<file path="config.mk">
export PLATFORM = sky130hd
export DESIGN_NAME = ram_scan_reader_flat
export DESIGN_NICKNAME = d
export VERILOG_FILES = /design/src/rtl/ram_scan_reader_if.sv /design/src/rtl/ram_scan_reader.sv /design/src/flat_wrapper.sv
export SDC_FILE = /design/constraint.sdc
export NUM_CORES = 1
export LEC_CHECK = 0
export CORE_MARGIN = 10
export CORE_UTILIZATION = 35
export DETAILED_ROUTE_END_ITERATION = 8
export HOLD_SLACK_MARGIN = 0.06
export PLACE_DENSITY = 0.65
export SYNTH_ARGS = -nofsm -noshare
export SYNTH_HDL_FRONTEND = slang
export SYNTH_SLANG_ARGS = --single-unit
</file>
<file path="constraint.sdc">
create_clock -name clk -period 1.8 [get_ports clk]
set_input_delay 0.27 -clock clk [delete_from_list [all_inputs] [get_ports clk]]
set_output_delay 0.27 -clock clk [all_outputs]
set_load 0.02 [all_outputs]
</file>
<file path="src/rtl/ram_scan_reader_if.sv">
// Request/RAM/response bundle for ram_scan_reader; slave is the reader side,
// master is whoever issues requests, owns the RAM and consumes responses.
interface ram_scan_reader_if #(
  parameter int ADDR_WIDTH = 10,
  parameter int DATA_WIDTH = 36,
  parameter int TAG_WIDTH  = 20
);
  logic                  req_valid_i;
  logic                  req_ready_o;
  logic [TAG_WIDTH-1:0]  req_tag_i;
  logic [ADDR_WIDTH-1:0] req_first_i;
  logic [ADDR_WIDTH-1:0] req_last_i;
  logic [ADDR_WIDTH-1:0] ram_addr_o;
  logic [DATA_WIDTH-1:0] ram_data_i;
  logic                  rsp_valid_o;
  logic                  rsp_ready_i;
  logic                  rsp_hit_o;
  logic [ADDR_WIDTH-1:0] rsp_idx_o;
  logic [DATA_WIDTH-1:0] rsp_data_o;
  logic                  busy_o;

  modport slave (
    input  req_valid_i, req_tag_i, req_first_i, req_last_i, ram_data_i, rsp_ready_i,
    output req_ready_o, ram_addr_o, rsp_valid_o, rsp_hit_o, rsp_idx_o, rsp_data_o, busy_o
  );
  modport master (
    output req_valid_i, req_tag_i, req_first_i, req_last_i, ram_data_i, rsp_ready_i,
    input  req_ready_o, ram_addr_o, rsp_valid_o, rsp_hit_o, rsp_idx_o, rsp_data_o, busy_o
  );
endinterface

</file>
<file path="src/rtl/ram_scan_reader.sv">
// Linear tag search over an index range of a 1-cycle-latency RAM, wrap-aware.
// Optional RAM_SCAN_READER_ABORT_EN adds abort_i to cancel a scan in flight.
module ram_scan_reader #(
  parameter int ADDR_WIDTH = 10,
  parameter int DATA_WIDTH = 36,
  parameter int TAG_WIDTH  = 20
) (
  input logic clk,
  input logic rst_n,
`ifdef RAM_SCAN_READER_ABORT_EN
  input logic abort_i,
`endif
  ram_scan_reader_if.slave bus
);
  typedef enum logic [1:0] {IDLE, SCAN, RESP} state_t;

  state_t                state_q, state_d;
  logic [ADDR_WIDTH-1:0] cnt_q, last_q, pend_idx_q, addr_q;
  logic [TAG_WIDTH-1:0]  tag_q;
  logic                  pend_q, done_q;
  logic                  rsp_hit_q;
  logic [ADDR_WIDTH-1:0] rsp_idx_q;
  logic [DATA_WIDTH-1:0] rsp_data_q;
  logic                  hit, last_cmp, issue, abort, finish;

  always_comb begin
    hit      = pend_q && bus.ram_data_i[0] &&
               (bus.ram_data_i[DATA_WIDTH-1 -: TAG_WIDTH] == tag_q);
    last_cmp = pend_q && (pend_idx_q == last_q);
`ifdef RAM_SCAN_READER_ABORT_EN
    abort    = abort_i;
`else
    abort    = 1'b0;
`endif
    finish   = hit || last_cmp;
    // the address is withheld once the last index is out or a hit is seen
    issue    = (state_q == SCAN) && !done_q && !hit;
    state_d  = state_q;
    case (state_q)
      IDLE:    if (bus.req_valid_i) state_d = SCAN;
      SCAN:    if (abort) state_d = IDLE;
               else if (finish) state_d = RESP;
      RESP:    if (bus.rsp_ready_i) state_d = IDLE;
      default: state_d = IDLE;
    endcase
  end

  always_ff @(posedge clk) begin
    if (!rst_n) begin
      state_q    <= IDLE;
      cnt_q      <= '0;
      last_q     <= '0;
      pend_idx_q <= '0;
      addr_q     <= '0;
      tag_q      <= '0;
      pend_q     <= 1'b0;
      done_q     <= 1'b0;
      rsp_hit_q  <= 1'b0;
      rsp_idx_q  <= '0;
      rsp_data_q <= '0;
    end else begin
      state_q <= state_d;
      if (state_q == IDLE && bus.req_valid_i) begin
        tag_q  <= bus.req_tag_i;
        cnt_q  <= bus.req_first_i;
        last_q <= bus.req_last_i;
        pend_q <= 1'b0;
        done_q <= 1'b0;
      end
      if (issue) begin
        addr_q     <= cnt_q;
        cnt_q      <= cnt_q + 1'b1;
        pend_q     <= 1'b1;
        pend_idx_q <= cnt_q;
        done_q     <= (cnt_q == last_q);
      end
      if (state_q == SCAN && !abort && finish) begin
        rsp_hit_q  <= hit;
        rsp_idx_q  <= pend_idx_q;
        rsp_data_q <= hit ? bus.ram_data_i : '0;
      end
    end
  end

  assign bus.ram_addr_o  = issue ? cnt_q : addr_q;
  assign bus.req_ready_o = (state_q == IDLE) && rst_n;
  assign bus.busy_o      = (state_q != IDLE);
  assign bus.rsp_valid_o = (state_q == RESP);
  assign bus.rsp_hit_o   = rsp_hit_q;
  assign bus.rsp_idx_o   = rsp_idx_q;
  assign bus.rsp_data_o  = rsp_data_q;
endmodule

</file>
<file path="src/flat_wrapper.sv">
// flat-port wrapper written by rule: the top's interface ports become plain ports
module ram_scan_reader_flat 
#(
  parameter int ADDR_WIDTH = 10,
  parameter int DATA_WIDTH = 36,
  parameter int TAG_WIDTH  = 20
)
  (clk, rst_n, bus_req_valid_i, bus_req_tag_i, bus_req_first_i, bus_req_last_i, bus_ram_data_i, bus_rsp_ready_i, bus_req_ready_o, bus_ram_addr_o, bus_rsp_valid_o, bus_rsp_hit_o, bus_rsp_idx_o, bus_rsp_data_o, bus_busy_o);
  ram_scan_reader_if #(.ADDR_WIDTH(ADDR_WIDTH), .DATA_WIDTH(DATA_WIDTH), .TAG_WIDTH(TAG_WIDTH)) bus_i ();
  input logic clk;
  input logic rst_n;
  input wire logic [$bits(bus_i.req_valid_i)-1:0] bus_req_valid_i;
  input wire logic [$bits(bus_i.req_tag_i)-1:0] bus_req_tag_i;
  input wire logic [$bits(bus_i.req_first_i)-1:0] bus_req_first_i;
  input wire logic [$bits(bus_i.req_last_i)-1:0] bus_req_last_i;
  input wire logic [$bits(bus_i.ram_data_i)-1:0] bus_ram_data_i;
  input wire logic [$bits(bus_i.rsp_ready_i)-1:0] bus_rsp_ready_i;
  output wire logic [$bits(bus_i.req_ready_o)-1:0] bus_req_ready_o;
  output wire logic [$bits(bus_i.ram_addr_o)-1:0] bus_ram_addr_o;
  output wire logic [$bits(bus_i.rsp_valid_o)-1:0] bus_rsp_valid_o;
  output wire logic [$bits(bus_i.rsp_hit_o)-1:0] bus_rsp_hit_o;
  output wire logic [$bits(bus_i.rsp_idx_o)-1:0] bus_rsp_idx_o;
  output wire logic [$bits(bus_i.rsp_data_o)-1:0] bus_rsp_data_o;
  output wire logic [$bits(bus_i.busy_o)-1:0] bus_busy_o;
  assign bus_i.req_valid_i = bus_req_valid_i;
  assign bus_i.req_tag_i = bus_req_tag_i;
  assign bus_i.req_first_i = bus_req_first_i;
  assign bus_i.req_last_i = bus_req_last_i;
  assign bus_i.ram_data_i = bus_ram_data_i;
  assign bus_i.rsp_ready_i = bus_rsp_ready_i;
  assign bus_req_ready_o = bus_i.req_ready_o;
  assign bus_ram_addr_o = bus_i.ram_addr_o;
  assign bus_rsp_valid_o = bus_i.rsp_valid_o;
  assign bus_rsp_hit_o = bus_i.rsp_hit_o;
  assign bus_rsp_idx_o = bus_i.rsp_idx_o;
  assign bus_rsp_data_o = bus_i.rsp_data_o;
  assign bus_busy_o = bus_i.busy_o;
  ram_scan_reader #(.ADDR_WIDTH(ADDR_WIDTH), .DATA_WIDTH(DATA_WIDTH), .TAG_WIDTH(TAG_WIDTH)) u_core (.clk(clk), .rst_n(rst_n), .bus(bus_i));
endmodule
</file>
Word-level counts from Yosys, hierarchy flattened
Cells that the tools add are included.
- equality and inequality tests: 8
- reduce and logical (&&, ||, !) cells: 15
- add/subtract/negate cells: 1
- multiplexer cells: 11
- operators by type and width (kind ; count):
    two-way mux 36 bit ; 1
    two-way mux 10 bit ; 3
    equality test 10 bit ; 2
    equality test 20 bit ; 1
    adder 10 x 1 -> 10 bit (second input constant) ; 1
    logical AND 1 bit ; 8
    two-way mux 2 bit ; 3
    one-hot mux 2 bit (3 select lines) ; 1
    != test 2 bit (second input constant) ; 2
    nonzero test 2 bit ; 2
    two-way mux 1 bit ; 3
    AND reduction 3 bit ; 1
    equality test 2 x 1 -> 1 bit (second input constant) ; 1
    equality test 2 bit (second input constant) ; 1
    logical NOT 1 bit ; 2
    logical NOT 2 bit ; 1
    != test 2 x 1 -> 1 bit (second input constant) ; 1
    logical OR 1 bit ; 1
- output and inout bits: 60
- input bits: 80
- register bits after elaboration: 111
- word-level logic and storage cells: 46

Depth between registers and ports, before layout
- depth after elaboration: 5
- depth in mapped cells: 9
- depth with buffers taken out: 7

Worst setup path before layout
OpenSTA, ideal clock, no wires.
- path kind: flip-flop to flip-flop
- start: register u_core.tag_q[6]
- end: register u_core.addr_q[6]
- required time: 1.685 ns
- arrival time: 1.917 ns
- buffers on the path: 2
- setup slack: -0.232 ns
- clock period less this slack: 2.032 ns
- stages on the path, launching flop included: 9
- library setup time: 0.115 ns
- path through: dfxtp_1 > xor2_1 > nor4_2 > nand4_1 > o31a_1 > buf_6 > buf_12 > mux2_4 > and2_1
- word-level cells in the longest chain between the ends: 5
- ends and longest elaborated chain (item ; RTL line ; RTL):
    start, declared ; ram_scan_reader.sv:19 ; logic [TAG_WIDTH-1:0] tag_q;
    start signal, assigned ; ram_scan_reader.sv:64 ; tag_q <= bus.req_tag_i;
    equality test 20 bit ; ram_scan_reader.sv:28 ; (bus.ram_data_i[DATA_WIDTH-1 -: TAG_WIDTH] == tag_q);
    logical AND 1 bit ; ram_scan_reader.sv:27 ; hit = pend_q && bus.ram_data_i[0] &&
    logical NOT 1 bit ; ram_scan_reader.sv:37 ; issue = (state_q == SCAN) && !done_q && !hit;
    logical AND 1 bit ; ram_scan_reader.sv:37 ;
    two-way mux 10 bit ; n/a ;
    named net bus_ram_addr_o[6] ; flat_wrapper.sv:19 ; output wire logic [$bits(bus_i.ram_addr_o)-1:0] bus_ram_addr_o;
    end signal, assigned ; ram_scan_reader.sv:71 ; addr_q <= cnt_q;
    end, declared ; ram_scan_reader.sv:18 ; logic [ADDR_WIDTH-1:0] cnt_q, last_q, pend_idx_q, addr_q;
The timed path passes the listed nets, and every way through them passes these cells.
A chain may end at the register's enable or synchronous reset.

Worst setup path in the final report
- start: input port bus_ram_data_i[35]
- end: output port bus_ram_addr_o[7]
- word-level cells in the longest chain between the ends: 5
- ends and longest elaborated chain (item ; RTL line ; RTL):
    start, declared ; flat_wrapper.sv:16 ; input wire logic [$bits(bus_i.ram_data_i)-1:0] bus_ram_data_i;
    equality test 20 bit ; ram_scan_reader.sv:28 ;
    logical AND 1 bit ; ram_scan_reader.sv:27 ;
    logical NOT 1 bit ; ram_scan_reader.sv:37 ;
    logical AND 1 bit ; ram_scan_reader.sv:37 ;
    two-way mux 10 bit ; ram_scan_reader.sv:85 ; assign bus.ram_addr_o = issue ? cnt_q : addr_q;
    end, declared ; flat_wrapper.sv:19 ;
Every way passes these cells.

==> impl_metrics.py <==
metrics = {
    "placement": {
        "dpl.hpwl_um": 10700,
        "routabilityCongestion": 0.852,
        "preCtsSetupSlack_ns": -1.35,
        "port_buffers": 139,
    },
    "yosys": {
        "yosysWarnings": 0,
        "async_flop_share": 0,
        "synth-main-ff-cell": "dfxtp_1",
        "syn_nets": 576,
        "ys_seq_elements": 111,
        "synth-simple-area-share": 0.178,
        "synth_top_family_by_area": "simple AND/OR/NAND/NOR gates",
        "synth.distinct_cells": 40,
        "synthCells": 495,
        "synth_mux_area_frac": 0.0681,
        "yosys.area_share.adder": 0.00271,
        "syn_area_um2": 4610,
        "synth.yosys.seq_area_share": 0.482,
        "syn_avg_cell_area_um2": 9.32,
        "synth_xor_xnor_area_share": 0.0703,
        "synth_edf_count": 0,
        "synth-compound-area-share": 0.154,
    },
    "drt": {
        "viasPerCell": 5.08,
        "avgRoutedWirePerCell_um": 19.1,
        "drc_errors": 0,
        "ant_nets": 0,
        "vias": 4416,
        "routed_wl_um": 16600,
        "firstDrtPassIters": 6,
        "drtIter0Drc": 251,
    },
    "worst_setup_path": {
        "cp-startpoint": "bus_ram_data_i[35]",
        "regToRegSetupSlack_ns": -0.56,
        "crit_fanout": 6,
        "arrival_ns": 2.35,
        "start_kind": "primary input",
        "crit_end": "bus_ram_addr_o[7]",
        "reg2reg_from": "u_core.tag_q[0]",
        "crit_type": "in -> out",
        "required_ns": 1.53,
        "r2r-end": "u_core.cnt_q[2]",
        "reg2regPathDepth": 9,
        "end_kind": "output port",
    },
    "clock_tree": {
        "path_clk_slew_ns": 0.07,
        "cts_tree": "yes",
        "h-tree-depth": 3,
        "cts_buffer_depth": 2,
        "cts_root_buf": "clkbuf_16",
        "cts.sinks": 111,
        "worst_skew_pair.late_latency_ns": 0.36,
        "cts_buffers": 9,
    },
    "timing": {
        "finalHoldViolCount": 0,
        "finalSetupViolCount": 91,
        "finalSetupTns_ns": -41.39,
        "setup_ws_ns": -0.819,
        "max_slew.worst_pin.slew_ns": 0.813,
        "min_period_ns": 2.62,
        "drv_slew": 0,
        "max_slew_margin": 0.456,
        "rsz0062_at_grt": "yes",
        "timing.fmax_mhz": 382,
        "fin_crit_sh": 1.46,
        "skew_ns": 0.00509,
    },
    "global_route": {
        "globalRouteOverflowTotal": 0,
        "grt_max_degree": 45,
        "grt_use_total": 0.177,
        "grt_pass1_wl_um": 25100,
        "antenna_found_initial": 0,
        "grt_pass1_vias": 4573,
    },
    "flow_run": {
        "drv_cap": 0,
    },
    "die": {
        "rows": 41,
        "die_h_um": 135,
        "initial_core_util": 0.361,
        "dieArea_um2": 18200,
        "die_width_um": 135,
        "ioPinCount": 140,
        "coreArea_um2": 12800,
    },
    "pwr": {
        "power.density_nw_per_um2": 783,
        "peakVddDrop_v": 0.000608,
        "power_leakage_nw": 3.06,
    },
    "final_layout": {
        "drive_gt1_frac": 0.225,
        "nets": 774,
        "area_delta_synth_final_pct": 61.4,
        "antenna_cells": 0,
    },
    "status": {
        "outcome": "finished, violations left",
        "violations": "negative setup slack",
    },
    "min_path": {
        "hp-class": "in -> reg",
    },
}
==> critical path, cell delays in order <==
cell and delay, ns:
clkdlybuf4s50_1 0.45, xor2_1 0.19, nor4_2 0.33, nand2_2 0.13
o31a_4 0.39, buf_12 0.15, mux2_4 0.31, buf_6 0.13
==> Yosys cell counts, types with 3 or more instances <==
library cell	count	area share
o22ai_1	3	0.0041
nand3_1	9	0.0098
inv_1	4	0.0033
clkbuf_1	17	0.014
a21oi_1	34	0.037
or3_1	4	0.0054
buf_2	14	0.015
nand4_1	6	0.0081
a22o_1	35	0.066
nor2_1	19	0.015
a32oi_1	7	0.013
and2_1	11	0.015
mux2_4	5	0.016
buf_6	3	0.0073
a31o_2	6	0.011
nand2_1	97	0.079
nor2b_1	8	0.011
a31oi_1	5	0.0068
dfxtp_1	111	0.48
nand3b_1	5	0.0081
xnor2_1	17	0.032
mux2i_1	16	0.035
xor2_1	20	0.038
nor4_1	7	0.0095
mux2_2	7	0.017
nor3_1	5	0.0054
==> state kept, by name, indices dropped and copies added (netlist names) <==
name,count
u_core.bus.rsp_idx_o,10
u_core.addr_q,10
u_core.bus.rsp_hit_o,1
u_core.pend_q,1
u_core.done_q,1
u_core.last_q,10
u_core.bus.rsp_data_o,36
u_core.state_q,2
u_core.tag_q,20
u_core.pend_idx_q,10
u_core.cnt_q,10
==> metal layers <==
| layer | GRT usage | up-vias | part of all wire |
|---|---|---|---|
| li1 | - | 2129 | - |
| met1 | 0.205 | 2117 | 0.42 |
| met2 | 0.305 | 143 | 0.50 |
| met3 | 0.0534 | 27 | 0.068 |
| met4 | 0.0538 | 0 | 0.018 |
| met5 | 0 | - | 0 |
==> placed cells by master, fill, tap and decap left out, types with 5 or more instances in the layout <==
cell type / netlist / layout
a21oi_1: 34 / 31
a21oi_4: 0 / 5
a22o_1: 35 / 35
a31o_2: 6 / 6
a31oi_1: 5 / 5
a32oi_1: 7 / 6
and2_1: 11 / 10
buf_12: 1 / 8
buf_4: 0 / 50
buf_6: 3 / 21
clkbuf_16: 0 / 11
clkdlybuf4s50_1: 0 / 118
dfxtp_1: 111 / 108
dlygate4sd2_1: 0 / 5
dlymetal6s2s_1: 0 / 5
mux2_2: 7 / 7
mux2_4: 5 / 5
mux2i_1: 16 / 15
nand2_1: 97 / 96
nand3_1: 9 / 9
nand3b_1: 5 / 5
nand4_1: 6 / 6
nor2_1: 19 / 19
nor2b_1: 8 / 7
xnor2_1: 17 / 17
xor2_1: 20 / 17
==> kinds of logic after synthesis <==
kind of cell	count (synthesis)
AO/OA/AOI/OAI	100
flip-flops	111
AND/OR/NAND/NOR	178
adder cells (fa/ha/maj)	1
multiplexers	28
buffers and inverters	40
XOR/XNOR	37
==> worst min path at each step <==
| stage | from | depth (start not counted) | to | slack, ns |
|---|---|---|---|---|
| final | bus_ram_data_i[23] | 2 | u_core.bus.rsp_data_o[23] | 0.20 |
| after global routing | bus_ram_data_i[23] | 2 | u_core.bus.rsp_data_o[23] | 0.19 |
| after CTS | bus_ram_data_i[20] | 2 | u_core.bus.rsp_data_o[20] | 0.28 |
| after detailed placement | u_core.bus.rsp_data_o[0] | 1 | u_core.bus.rsp_data_o[0] | 0.45 |
| after global placement | u_core.bus.rsp_hit_o | 1 | u_core.bus.rsp_hit_o | 0.44 |
| after floorplan | bus_ram_data_i[27] | 1 | u_core.bus.rsp_data_o[27] | 0.40 |
==> power by group <==
| group | internal [W] | total [W] | switching (W) |
|---|---|---|---|
| Sequential | 0.00254 | 0.00260 | 0.0000616 |
| Clock | 0.00130 | 0.00221 | 0.000911 |
| Combinational | 0.000522 | 0.00102 | 0.000497 |
==> metrics by stage <==
step           area (µm²)  power, W  hold slack, ns  instances  utilization
2_1_floorplan        4620   0.00311           0.396        495            -
3_3_place_gp         6500   0.00353           0.444        825        0.509
3_5_place_dp         6500   0.00355           0.454        825        0.509
4_1_cts              7370   0.00585           0.280        867        0.577
5_1_grt              7450   0.00606           0.192        870        0.583
6_report             7450   0.00583           0.196        870        0.583
==> timing repair <==
action                                  in CTS  in global routing
gates resized for setup                    102                 33
endpoints found under the setup margin      94                 92
buffers inserted                            16                  5
cloned                                      11                  3
pin swaps                                   39                 22
hold buffers                                 0                  0
==> layout make-up <==
class / instances / area [µm²]
inverter: 5 / 18.8
sequential: 111 / 2230
clock inverter: 4 / 76.3
fill: 1061 / 5330
clock buffer: 12 / 256
tap: 172 / 215
multi-input combinational: 348 / 2400
timing repair buffer: 218 / 2250
Power figures use the tool's default switching activity.
